===== src/rtl/dbchecker_pkg.sv =====
// dbchecker_pkg: AXI burst/resp encodings and read-splitter FSM states
package dbchecker_pkg;
  localparam logic [1:0] BURST_FIXED = 2'b00;
  localparam logic [1:0] BURST_INCR  = 2'b01;
  localparam logic [1:0] BURST_WRAP  = 2'b10;
  localparam logic [1:0] RESP_OKAY   = 2'b00;
  localparam logic [1:0] RESP_EXOKAY = 2'b01;
  localparam logic [1:0] RESP_SLVERR = 2'b10;
  localparam logic [1:0] RESP_DECERR = 2'b11;
  typedef enum logic [1:0] {ST_IDLE, ST_ISSUE, ST_DRAIN} rd_split_state_t;
endpackage


===== src/rtl/dma_rd_split_calc.sv =====
// dma_rd_split_calc: beats of the next sub-burst and the aligned address after it
module dma_rd_split_calc #(
  parameter int ADDR_W         = 32,
  parameter int BOUNDARY_LOG2  = 12,
  parameter int MAX_BEATS_LOG2 = 8
) (
  input  logic [ADDR_W-1:0] addr_i,
  input  logic [2:0]        size_i,
  input  logic [8:0]        beats_left_i,
  output logic [8:0]        beats_o,
  output logic [ADDR_W-1:0] next_addr_o
);
  localparam int unsigned CAP = 1 << MAX_BEATS_LOG2;
  logic [ADDR_W-1:0] aligned;
  logic [31:0]       to_bnd;
  logic [8:0]        lim;
  // clamp remaining beats to the boundary distance and the per-burst cap
  always_comb begin
    aligned     = addr_i & ~((ADDR_W'(1) << size_i) - ADDR_W'(1));
    to_bnd      = ((32'd1 << BOUNDARY_LOG2) - 32'(aligned[BOUNDARY_LOG2-1:0])) >> size_i;
    lim         = to_bnd > 32'(CAP) ? 9'(CAP) : 9'(to_bnd);
    beats_o     = beats_left_i < lim ? beats_left_i : lim;
    next_addr_o = aligned + (ADDR_W'(beats_o) << size_i);
  end
endmodule


===== src/rtl/dma_rd_splitter.sv =====
// dma_rd_splitter: splits INCR read bursts at boundaries, regenerates rlast (DMA_RD_SPLIT_STAT_EN adds split_count)
module dma_rd_splitter
  import dbchecker_pkg::*;
#(
  parameter int ADDR_W         = 32,
  parameter int DATA_W         = 128,
  parameter int BOUNDARY_LOG2  = 12,
  parameter int MAX_BEATS_LOG2 = 8
) (
  input  logic              clock,
  input  logic              reset,
  input  logic [ADDR_W-1:0] s_axi_araddr,
  input  logic [7:0]        s_axi_arlen,
  input  logic [2:0]        s_axi_arsize,
  input  logic [1:0]        s_axi_arburst,
  input  logic [3:0]        s_axi_arcache,
  input  logic [2:0]        s_axi_arprot,
  input  logic              s_axi_arvalid,
  output logic              s_axi_arready,
  output logic [DATA_W-1:0] s_axi_rdata,
  output logic [1:0]        s_axi_rresp,
  output logic              s_axi_rlast,
  output logic              s_axi_rvalid,
  input  logic              s_axi_rready,
  output logic [ADDR_W-1:0] m_axi_araddr,
  output logic [7:0]        m_axi_arlen,
  output logic [2:0]        m_axi_arsize,
  output logic [1:0]        m_axi_arburst,
  output logic [3:0]        m_axi_arcache,
  output logic [2:0]        m_axi_arprot,
  output logic              m_axi_arvalid,
  input  logic              m_axi_arready,
  input  logic [DATA_W-1:0] m_axi_rdata,
  input  logic [1:0]        m_axi_rresp,
  input  logic              m_axi_rlast,
  input  logic              m_axi_rvalid,
  output logic              m_axi_rready
`ifdef DMA_RD_SPLIT_STAT_EN
  ,
  output logic [31:0]       split_count
`endif
);
  rd_split_state_t   state_q, state_d;
  logic [ADDR_W-1:0] addr_q, addr_d, m_addr_q, m_addr_d, calc_addr, next_addr;
  logic [8:0]        beats_q, beats_d, r_left_q, r_left_d, r_left_dec, beats_rem, calc_beats, sub_beats;
  logic [7:0]        m_len_q, m_len_d;
  logic [2:0]        size_q, size_d, prot_q, prot_d, calc_size;
  logic [1:0]        burst_q, burst_d;
  logic [3:0]        cache_q, cache_d;
  logic              m_valid_q, m_valid_d, first_q, first_d;
  logic              idle, ar_hs, m_hs, r_hs, unused_rlast;

  assign idle          = state_q == ST_IDLE;
  assign s_axi_arready = idle;
  assign ar_hs         = s_axi_arvalid && idle;
  assign m_hs          = m_valid_q && m_axi_arready;
  assign r_hs          = m_axi_rvalid && s_axi_rready;
  assign m_axi_araddr  = m_addr_q;
  assign m_axi_arlen   = m_len_q;
  assign m_axi_arsize  = size_q;
  assign m_axi_arburst = burst_q;
  assign m_axi_arcache = cache_q;
  assign m_axi_arprot  = prot_q;
  assign m_axi_arvalid = m_valid_q;
  assign s_axi_rvalid  = m_axi_rvalid;
  assign m_axi_rready  = s_axi_rready;
  assign s_axi_rdata   = m_axi_rdata;
  assign s_axi_rresp   = m_axi_rresp;
  assign s_axi_rlast   = m_axi_rvalid && r_left_q == 9'd1;
  assign unused_rlast  = m_axi_rlast;
  assign beats_rem     = beats_q - (9'(m_len_q) + 9'd1);
  assign r_left_dec    = r_left_q - 9'(r_hs && r_left_q != 9'd0);
  assign calc_addr     = idle ? s_axi_araddr : addr_q;
  assign calc_size     = idle ? s_axi_arsize : size_q;
  assign calc_beats    = idle ? 9'(s_axi_arlen) + 9'd1 : beats_rem;

  dma_rd_split_calc #(
    .ADDR_W(ADDR_W), .BOUNDARY_LOG2(BOUNDARY_LOG2), .MAX_BEATS_LOG2(MAX_BEATS_LOG2)
  ) u_calc (
    .addr_i(calc_addr), .size_i(calc_size), .beats_left_i(calc_beats),
    .beats_o(sub_beats), .next_addr_o(next_addr)
  );

  // state and registered AR outputs; mid-burst reset drops everything
  always_ff @(posedge clock or negedge reset) begin
    if (!reset) begin
      state_q   <= ST_IDLE;
      addr_q    <= '0;
      m_addr_q  <= '0;
      beats_q   <= '0;
      r_left_q  <= '0;
      m_len_q   <= '0;
      size_q    <= '0;
      burst_q   <= '0;
      cache_q   <= '0;
      prot_q    <= '0;
      m_valid_q <= 1'b0;
      first_q   <= 1'b0;
    end else begin
      state_q   <= state_d;
      addr_q    <= addr_d;
      m_addr_q  <= m_addr_d;
      beats_q   <= beats_d;
      r_left_q  <= r_left_d;
      m_len_q   <= m_len_d;
      size_q    <= size_d;
      burst_q   <= burst_d;
      cache_q   <= cache_d;
      prot_q    <= prot_d;
      m_valid_q <= m_valid_d;
      first_q   <= first_d;
    end
  end

  // accept a burst, issue sub-bursts back-to-back, then wait for the R beats to drain
  always_comb begin
    state_d   = state_q;
    addr_d    = addr_q;
    m_addr_d  = m_addr_q;
    beats_d   = beats_q;
    r_left_d  = r_left_q;
    m_len_d   = m_len_q;
    size_d    = size_q;
    burst_d   = burst_q;
    cache_d   = cache_q;
    prot_d    = prot_q;
    m_valid_d = m_valid_q;
    first_d   = first_q;
    case (state_q)
      ST_IDLE: if (ar_hs) begin
        state_d   = ST_ISSUE;
        size_d    = s_axi_arsize;
        burst_d   = s_axi_arburst;
        cache_d   = s_axi_arcache;
        prot_d    = s_axi_arprot;
        beats_d   = calc_beats;
        r_left_d  = calc_beats;
        m_addr_d  = s_axi_araddr;
        m_len_d   = s_axi_arburst == BURST_INCR ? 8'(sub_beats - 9'd1) : s_axi_arlen;
        addr_d    = next_addr;
        m_valid_d = 1'b1;
        first_d   = 1'b1;
      end
      ST_ISSUE: begin
        r_left_d = r_left_dec;
        if (m_hs) begin
          beats_d   = beats_rem;
          first_d   = 1'b0;
          m_valid_d = beats_rem != 9'd0;
          m_addr_d  = beats_rem != 9'd0 ? addr_q : m_addr_q;
          m_len_d   = beats_rem != 9'd0 ? 8'(sub_beats - 9'd1) : m_len_q;
          addr_d    = beats_rem != 9'd0 ? next_addr : addr_q;
          state_d   = beats_rem != 9'd0 ? ST_ISSUE : r_left_dec == 9'd0 ? ST_IDLE : ST_DRAIN;
        end
      end
      ST_DRAIN: begin
        r_left_d = r_left_dec;
        state_d  = r_left_dec == 9'd0 ? ST_IDLE : ST_DRAIN;
      end
      default: state_d = ST_IDLE;
    endcase
  end

`ifdef DMA_RD_SPLIT_STAT_EN
  logic [31:0] split_q;
  // saturating count of sub-bursts issued after the first of each upstream burst
  always_ff @(posedge clock or negedge reset) begin
    if (!reset) split_q <= '0;
    else if (m_hs && !first_q && split_q != '1) split_q <= split_q + 32'd1;
  end
  assign split_count = split_q;
`else
  logic unused_first;
  assign unused_first = first_q;
`endif
endmodule


===== config.mk =====
export PLATFORM = sky130hd
export DESIGN_NAME = dma_rd_splitter
export DESIGN_NICKNAME = d
export VERILOG_FILES = /design/src/rtl/dbchecker_pkg.sv /design/src/rtl/dma_rd_split_calc.sv /design/src/rtl/dma_rd_splitter.sv
export SDC_FILE = /design/constraint.sdc
export NUM_CORES = 1
export LEC_CHECK = 0
export ABC_AREA = 1
export CAP_MARGIN = 0
export CORE_ASPECT_RATIO = 1.2
export CORE_MARGIN = 1.5
export CORE_UTILIZATION = 45
export DETAILED_ROUTE_END_ITERATION = 7
export PLACE_DENSITY = 0.84
export SLEW_MARGIN = 20
export SYNTH_ARGS = -nofsm -noshare
export SYNTH_HDL_FRONTEND = slang
export SYNTH_HIERARCHICAL = 1
export SYNTH_SLANG_ARGS = --single-unit
export TNS_END_PERCENT = 10

===== constraint.sdc =====
create_clock -name clock -period 21.4 [get_ports clock]
set_input_delay 3.21 -clock clock [delete_from_list [all_inputs] [get_ports clock]]
set_output_delay 3.21 -clock clock [all_outputs]
set_load 0.005 [all_outputs]

==> impl_metrics.yaml <==
logic_synthesis:
  synth_edf_count: 0
  synth-seq-cells: 105
  syn_area_mm2: 0.0105
  synth_fp_nets: 1747
  synthDominantCellAreaShare_pct: 25.0
  synthMuxAreaShare_pct: 0.858
  synth_compound_area_share_pct: 8.53
  yosys_most_used_dff: "dfrtp_1"
  synth_top_family_by_area: "simple AND/OR/NAND/NOR gates"
  synth_cells: 1514
  synth_common_cells: "nand2_1 (451), buf_4 (143), nand3_1 (143)"
  synth_cell_types: 54
  synth_warnings: 6
  synth_fa_ha_area_share_pct: 5.38
  synth_area_leaders: "dfrtp_1 (25%), nand2_1 (16%), buf_4 (10%)"
  synthArstFlopShare_pct: 100
  yosys.area_share.xor_xnor_pct: 3.25
  synthSimpleGateAreaFrac_pct: 38.5
  syn_avg_cell_area_um2: 6.94
  synth_seq_area_share_pct: 25.0
  synth_largest_area_cell: "dfrtp_1"
  synthMostInstantiatedCell: "nand2_1"
layout:
  fin_util_pct: 47.9
  antenna_cells: 0
  fin_nets: 1684
  drive_gt1_share_pct: 12.6
  filler_cell_count: 2386
  seqCellArea_mm2: 0.00263
  multiInputGateArea_mm2: 0.00595
  area_growth_syn_to_layout_pct: 5.12
clock_network:
  clock_path_buffers: 2
  cts_tree: "built"
  insertion_delay_ps: 380
  post-cts-setup-buffers: 0
  path_clk_slew_ps: 90
  htreeDepth: 3
  cts_made_buffers: 9
  cts_resized: 0
  root_buffer: "clkbuf_16"
  clock_sinks: 105
  hold_buffers: 0
global_routing:
  grt_pass1_vias: 9023
  grt_max_degree: 75
  antenna_found_initial: 0
  grt.total_usage_pct: 23.6
  grt_overflow: 0
  grt_pass1_wl_mm: 45.5
placed_design:
  gp_congestion: 0.978
  dp_hpwl_mm: 21.2
  io_buffer_count: 114
  dp_slack_ps: 9920
worst_hold_path:
  min_path_type: "reg2reg"
  min_path_cells: 2
  holdCritStartpoint: "m_axi_araddr[1]$_DFFE_PN0P_"
  hold_end: "m_axi_araddr[1]$_DFFE_PN0P_"
die:
  start_util_pct: 45.6
  core-area_mm2: 0.0230
  row_count: 61
  die_w_um: 142
  die_y_um: 170
  die-area_mm2: 0.0243
  ioPinCount: 376
setup_path:
  cp_common_cell: "nand2_1"
  critPathLaunch: "s_axi_arsize[2]"
  critPathCaptureType: "flop"
  r2r_end: "addr_q[26]$_DFFE_PN0P_"
  crit-reg2reg-launch: "state_q[0]$_DFFE_PN0P_"
  crit_type: "in2reg"
  start_kind: "input pin"
  slowest_delay_ps: 540
  cp_slowest_cell: "clkdlybuf4s50_1"
  worstPathArrival_ps: 11590
  reg2regPathDepth: 52
  required_ps: 21720
  critical_path.max_fanout: 27
  rrSetupSlack_ps: 11420
detailed_routing:
  wirelength_mm: 28.5
  dr.pass1.iters: 5
  num_vias: 9351
  via_per_inst: 5.28
  antenna_left: 0
  drc: 0
  drt-initial-drc-count: 642
  wl_per_cell_um: 16.1
flow_run:
  maxCapViolations: 0
timing:
  slew_violations: 0
  tightest_slew_ps: 1040
  relSlewSlack_pct: 30.4
  finalSetupViolCount: 0
  max_freq_mhz: 88.7
  period_needed_ps: 11280
  clock_skew_ps: 13.5
  setup_tns_ps: 0
  rsz0062_at_grt: "no"
  setup_ws_ps: 10120
  whs_ps: 478
  finalCritPeriodShare_pct: 52.7
  hold_violations: 0
status:
  run_status: "finished, final reports clean"
-- routing by layer --
layer	global-route usage [%]	up-vias	wire [um]
li1	-	4611	-
met5	0	-	0
met1	27.1	4285	11300
met2	40.2	318	13600
met4	14.7	0	1570
met3	4.50	137	1930
-- cells by family (layout without fill, tap and decap cells) --
group	Yosys count	count (layout)
and+or+nand+nor	807	807
buffers and inverters	345	287
AOI/OAI and AO/OA	166	166
DFF	105	105
adders and majority gates	44	44
xor gates and xnor gates	39	39
muxes	8	8
-- how the worst max path moves through the flow --
stage,to,slack (ps)
after global routing,addr_q[26]$_DFFE_PN0P_,9520
after CTS,addr_q[26]$_DFFE_PN0P_,10240
final,addr_q[26]$_DFFE_PN0P_,10120
after floorplan,addr_q[30]$_DFFE_PN0P_,11600
after detailed placement,addr_q[26]$_DFFE_PN0P_,9920
after global placement,addr_q[26]$_DFFE_PN0P_,10160
-- critical path, delay by kind of cell --
family / cells / cell delay [ps]
AND/OR/NAND/NOR: 34 / 4500
adder cells (fa/ha/maj): 4 / 1320
AO/OA/AOI/OAI: 5 / 1220
buffers and inverters: 5 / 1090
XOR/XNOR: 1 / 200
-- final cells by class --
type	count	share of cell area, %
multi-input cells	1064	53.9
clock buffers	9	2.04
inverters	145	4.93
flip-flops and latches	105	23.8
clock inverters	7	0.635
well taps	315	3.57
repair buffers	126	11.1
-- registers in the layout, summed over array words and instances, names as in the netlist --
signal	flops
addr_q	32
m_axi_araddr	32
beats_q	9
r_left_q	9
m_axi_arlen	8
m_axi_arcache	4
m_axi_arprot	3
m_axi_arsize	3
m_axi_arburst	2
state_q	2
m_axi_arvalid	1
-- stage by stage --
| stage | area, um2 | instances |
|---|---|---|
| after global routing | 11000 | 1771 |
| after floorplan | 10500 | 1514 |
| after detailed placement | 10700 | 1755 |
| after CTS | 11000 | 1771 |
| final | 11000 | 1771 |
| after global placement | 10700 | 1755 |
-- cells in the final DEF (no fill, tap or decap), types with 37 or more instances in the layout --
master / netlist / layout
nand2_1: 451 / 451
nand3_1: 143 / 143
inv_1: 132 / 132
clkdlybuf4s50_1: 0 / 113
dfrtp_1: 105 / 105
o21ai_0: 102 / 99
nand3_2: 80 / 80
nor2_1: 54 / 54
ha_1: 42 / 41
a21oi_1: 37 / 37
Power is not shown: default switching activity piles up to over one toggle a cycle in this logic, so the estimate is an artifact.
